$ cat config.mk
export PLATFORM = sky130hd
export DESIGN_NAME = updown_trace_decoder
export DESIGN_NICKNAME = d
export VERILOG_FILES = /design/src/rtl/updown_pkg.sv /design/src/rtl/updown_step_classify.sv /design/src/rtl/updown_trace_decoder.sv
export SDC_FILE = /design/constraint.sdc
export NUM_CORES = 1
export LEC_CHECK = 0
export CORE_UTILIZATION = 49
export CTS_CLUSTER_SIZE = 40
export DETAILED_ROUTE_END_ITERATION = 6
export GPL_TIMING_DRIVEN = 0
export MAX_ROUTING_LAYER = met4
export PLACE_DENSITY = 0.76
export SLEW_MARGIN = 10
export SYNTH_ARGS = -nofsm -noshare
export SYNTH_HDL_FRONTEND = slang
export SYNTH_SLANG_ARGS = --single-unit
$ cat constraint.sdc
create_clock -name clk -period 4.3 [get_ports clk]
set_input_delay 0.86 -clock clk [delete_from_list [all_inputs] [get_ports clk]]
set_output_delay 0.86 -clock clk [all_outputs]
set_load 0.005 [all_outputs]
$ cat src/rtl/updown_pkg.sv
// Shared types and constants for the up/down trace decoder: FSM states,
// step codes produced by the classifier, and default widths.
package updown_pkg;

  typedef enum logic [2:0] {
    PRIME,
    HOLD,
    UP,
    DOWN,
    ERROR
  } state_t;

  localparam logic [1:0] STEP_UP   = 2'd0;
  localparam logic [1:0] STEP_DN   = 2'd1;
  localparam logic [1:0] STEP_HOLD = 2'd2;
  localparam logic [1:0] STEP_BAD  = 2'd3;

  localparam int DEF_WIDTH = 3;
  localparam int DEF_RUN_W = 4;

endpackage

$ cat src/rtl/updown_step_classify.sv
// Combinational classifier: maps (prev, count) to a step code.
// Define UPDOWN_TRACE_WRAP_EN to accept MAX->0 as up and 0->MAX as down.
module updown_step_classify
  import updown_pkg::*;
#(
  parameter int WIDTH = DEF_WIDTH
) (
  input  logic [WIDTH-1:0] prev,
  input  logic [WIDTH-1:0] count,
  output logic [1:0]       step
);

  localparam logic [WIDTH-1:0] MAX = '1;
  localparam logic [WIDTH-1:0] ONE = {{(WIDTH-1){1'b0}}, 1'b1};

  logic [WIDTH-1:0] delta;
  logic             wrap_step;

  assign delta = count - prev;

`ifdef UPDOWN_TRACE_WRAP_EN
  assign wrap_step = 1'b0;
`else
  // A saturating counter never wraps, so modular +/-1 across the rails is illegal.
  assign wrap_step = ((prev == MAX) && (count == '0)) ||
                     ((prev == '0) && (count == MAX));
`endif

  always_comb begin
    step = STEP_BAD;
    if (wrap_step)
      step = STEP_BAD;
    else if (delta == '0)
      step = STEP_HOLD;
    else if (delta == ONE)
      step = STEP_UP;
    else if (delta == MAX)
      step = STEP_DN;
  end

endmodule

$ cat src/rtl/updown_trace_decoder.sv
// Observer for a saturating up/down counter: rebuilds en/dir per sample,
// flags rail saturation and illegal jumps, tracks run length.
// UPDOWN_TRACE_WRAP_EN (in the classifier) makes rail-to-rail wraps legal steps.
module updown_trace_decoder
  import updown_pkg::*;
#(
  parameter int WIDTH = DEF_WIDTH,
  parameter int RUN_W = DEF_RUN_W
) (
  input  logic             clk,
  input  logic             rst,
  input  logic             sample_valid,
  input  logic [WIDTH-1:0] count,
  output logic             valid_o,
  output logic             en_o,
  output logic             dir_o,
  output logic             sat_hi,
  output logic             sat_lo,
  output logic             err,
  output logic [RUN_W-1:0] run_len
);

  localparam logic [WIDTH-1:0] MAX     = '1;
  localparam logic [RUN_W-1:0] RUN_ONE = {{(RUN_W-1){1'b0}}, 1'b1};
  localparam logic [RUN_W-1:0] RUN_MAX = '1;

  state_t           state;
  logic [WIDTH-1:0] prev;
  logic [1:0]       step;
  logic [RUN_W-1:0] run_inc;
  logic             continue_up;
  logic             continue_dn;

  updown_step_classify #(.WIDTH(WIDTH)) u_classify (
    .prev  (prev),
    .count (count),
    .step  (step)
  );

  assign run_inc = (run_len == RUN_MAX) ? run_len : run_len + RUN_ONE;

  // A hold does not break a run: dir_o still remembers the last moving direction.
  assign continue_up = (state == UP)   || ((state == HOLD) &&  dir_o);
  assign continue_dn = (state == DOWN) || ((state == HOLD) && !dir_o);

  always_ff @(posedge clk) begin
    if (rst) begin
      state   <= PRIME;
      prev    <= '0;
      valid_o <= 1'b0;
      en_o    <= 1'b0;
      dir_o   <= 1'b0;
      sat_hi  <= 1'b0;
      sat_lo  <= 1'b0;
      err     <= 1'b0;
      run_len <= '0;
    end else begin
      valid_o <= 1'b0;
      if (sample_valid) begin
        prev   <= count;
        sat_hi <= (count == MAX);
        sat_lo <= (count == '0);
        if (state == PRIME) begin
          state <= HOLD;
        end else begin
          valid_o <= 1'b1;
          case (step)
            STEP_UP: begin
              en_o    <= 1'b1;
              dir_o   <= 1'b1;
              state   <= UP;
              run_len <= continue_up ? run_inc : RUN_ONE;
            end
            STEP_DN: begin
              en_o    <= 1'b1;
              dir_o   <= 1'b0;
              state   <= DOWN;
              run_len <= continue_dn ? run_inc : RUN_ONE;
            end
            STEP_HOLD: begin
              en_o  <= 1'b0;
              state <= HOLD;
            end
            default: begin
              en_o  <= 1'b0;
              err   <= 1'b1;
              state <= ERROR;
            end
          endcase
        end
      end
    end
  end

endmodule

==> key figures <==
Outcome
  • Status: complete, no violations

Die
  • # rows: 14
  • Starting Density: 0.540
  • I/O pins: 16
  • Die X-Extent: between 40 and 50 um
  • Die Ht: 43.2 um
  • Core area: around 1500 um^2
  • Die area: approximately 1900 um^2

CTS
  • Worst-Skew Late Latency: approximately 0.28 ns
  • Worst-path clk slew: about 0.08 ns
  • Htree depth: 1
  • Clk sinks: 16
  • Postcts setup bufs: 0
  • CTS tree: built
  • Max Root-Sink Buffers: 2
  • Post-CTS resize count: 0
  • Clk root buf: clkbuf_4
  • Hold-fix buffers, CTS: 0
  • CTS buffer count: 3

Timing
  • Fin Hold WS: approximately 0.46 ns
  • Minimum clock period: 3.75 ns
  • RSZ-0062 raised after global routing: no
  • Hold Violations, Final: 0
  • Tcrit/Tclk final: 0.871
  • Final setup viols: 0
  • Final TNS setup: 0 ns
  • Max frequency: approximately 270 MHz
  • Setup Skew: roughly 0.0085 ns
  • Slew at the pin closest to its max-slew limit: ~0.64 ns
  • Worst rel slew slack: 0.568
  • Slew Limit Fails: 0

Power
  • P_sw: 0.0849 mW
  • Seq pwr share: 0.532
  • Net Sw Frac: 0.278
  • Clock share of power: 0.249
  • Cell Int Power: between 0.2 and 0.25 mW
  • LEAKAGE: around 0.40 nW
  • VDD IR max: ~0.00016 V
  • Comb pwr share: 0.219
  • Pwr/cell area: 298 nW/um^2

GRT
  • First-pass GRT wire length: around 2.7 mm
  • Total GRT Usage: 0.200
  • Initial antenna violation count: 0
  • Pin count of the biggest net entering global routing: 11
  • Vias in the first global route: between 600 and 700
  • Overflow after GRT: 0

Hold path
  • Hold Path Class: reg -> reg

Final layout
  • Final core utilization: 0.665
  • Ant. Diodes: 0
  • Final #Nets: 127
  • Area grow syn2layout: 23.2%
  • Most frequent cells in the layout: 16 x dfxtp_1, 15 x clkdlybuf4s50_1, 11 x nor2_1, 10 x a21oi_1, 7 x inv_1
  • Leading cell type in the layout, fill and taps excluded: dfxtp_1
  • Share of cells above drive strength 1: 0.0531

Worst setup path
  • CP Capture Type: register
  • CP arrival: 3.96 ns
  • Required time of the critical path: ~4.5 ns
  • Crit Path Max Fanout: 6
  • Crit start category: input pin
  • Worst setup path category: in -> reg

Logic synthesis
  • Adder-Cell Fraction of Synth Area: 0.0992
  • Netlist cell types: 34
  • Synth Area in XOR/XNOR: 0.0316
  • Post-synth top flop: dfxtp_1
  • Mean Syn Cell Area: roughly 9 um^2
  • Syn_nets: approximately 110
  • Yosys warns: 0
  • Post-synthesis mux area share: 0.0481
  • Simple-gate area share of the yosys netlist: 0.223
  • Sequential share of the synthesized area: 0.385
  • #FFs+latches synth: 16
  • Largest family of logic cells by synthesized area: simple AND/OR/NAND/NOR gates
  • EDFF count, synth: 0
  • Mapped Cells: between 90 and 100
  • Complex-gate fraction of the synthesized area: 0.171
  • Ys async rst share: 0
  • Mapped Area: 832 um^2

Detailed routing
  • Vias: around 730
  • Final WL: between 1.5 and 2 mm
  • Routed Antenna Nets: 0
  • Avg WL per Cell: between 10 and 15 um
  • Residual DRC: 0
  • Vias per cell: between 5 and 6
  • Drt first pass iters: 4
  • Initial DRC count: 5

Placement
  • RD Place Congestion: between 0.8 and 0.9
  • IO Port Bufs: 15
  • Placed wire-length estimate: 1.20 mm

Flow run
  • Max Cap Viol: 0
synth_stat cells (all sizes together), types with 2 or more instances:
cell type | number | area, um^2
nor2b | 3 | 18.8
a21oi | 10 | 50.1
o2bb2ai | 2 | 17.5
a31oi | 2 | 12.5
mux2i | 4 | 40.0
nand3 | 2 | 10.0
xor2 | 2 | 17.5
dfxtp | 16 | 320
or3 | 2 | 13.8
nand2 | 4 | 15.0
nand4 | 2 | 12.5
nor2 | 11 | 41.3
nor3 | 5 | 25.0
ha | 5 | 62.6
inv | 7 | 26.3
registers in the layout, summed over array words and instances, names as in the netlist:
register and count:
sat_lo 1, err 1, prev 3, dir_o 1, state 3, en_o 1, valid_o 1, run_len 4
sat_hi 1
metal layers:
| metal | part of all wire | vias up | wire, um | global-route usage |
|---|---|---|---|---|
| li1 | - | 377 | - | - |
| met1 | 0.46 | 343 | 721 | 0.230 |
| met2 | 0.51 | 12 | 794 | 0.328 |
| met3 | 0.026 | 2 | 41 | 0.0255 |
| met4 | 0.0051 | 0 | 8 | 0.121 |
| met5 | 0 | - | 0 | - |
power by group through the flow:
stage | registers (mW) | logic, mW | clock network [mW]
3_3_place_gp | 0.166 | 0.0654 | 0
6_report | 0.163 | 0.0668 | 0.0762
5_1_grt | 0.164 | 0.0751 | 0.0843
3_5_place_dp | 0.166 | 0.0669 | 0
4_1_cts | 0.162 | 0.0672 | 0.0818
2_1_floorplan | 0.165 | 0.0437 | 0
critical path: stages:
cell             delay (ns)
clkdlybuf4s50_1        0.47
inv_1                  0.09
ha_1                   0.13
inv_1                  0.05
fa_1                   0.36
xor2_1                 0.16
xnor2_1                0.16
or3_2                  0.46
ha_1                   0.28
or3b_1                 0.36
o211ai_1               0.18
and4b_1                0.29
o2bb2ai_1              0.12
final timing paths:
kind	from	to	slack [ns]	depth (start not counted)
setup / recovery	count[0]	run_len[1]	0.55	13
hold / removal	en_o	en_o	0.46	2
setup reg to reg	prev[0]	run_len[1]	1.28	11
hold reg to reg	en_o	en_o	0.46	2
cells by family after synthesis:
logic type | after synthesis
AOI/OAI and AO/OA | 22
xor gates and xnor gates | 3
adders and majority gates | 6
buffers and inverters | 9
DFF | 16
muxes | 4
and+or+nand+nor | 35
final cells by class:
cell class / count / area, um^2
fill: 130 / 517
multi-input combinational: 70 / 477
sequential: 16 / 320
timing repair buffer: 15 / 150
inverter: 7 / 26.3
clock buffer: 3 / 22.5
tap: 16 / 20.0
buffer: 2 / 8.76
metrics by stage:
stage               power, mW  cells  area [um^2]  setup slack, ns
floorplan               0.209     95          832            0.988
global placement        0.231    126         1000            0.298
detailed placement      0.233    126         1000            0.254
CTS                     0.311    129         1020            0.560
global route            0.323    129         1020            0.312
finish                  0.306    129         1020            0.553
Note: power is estimated with default switching activity, not from simulation.
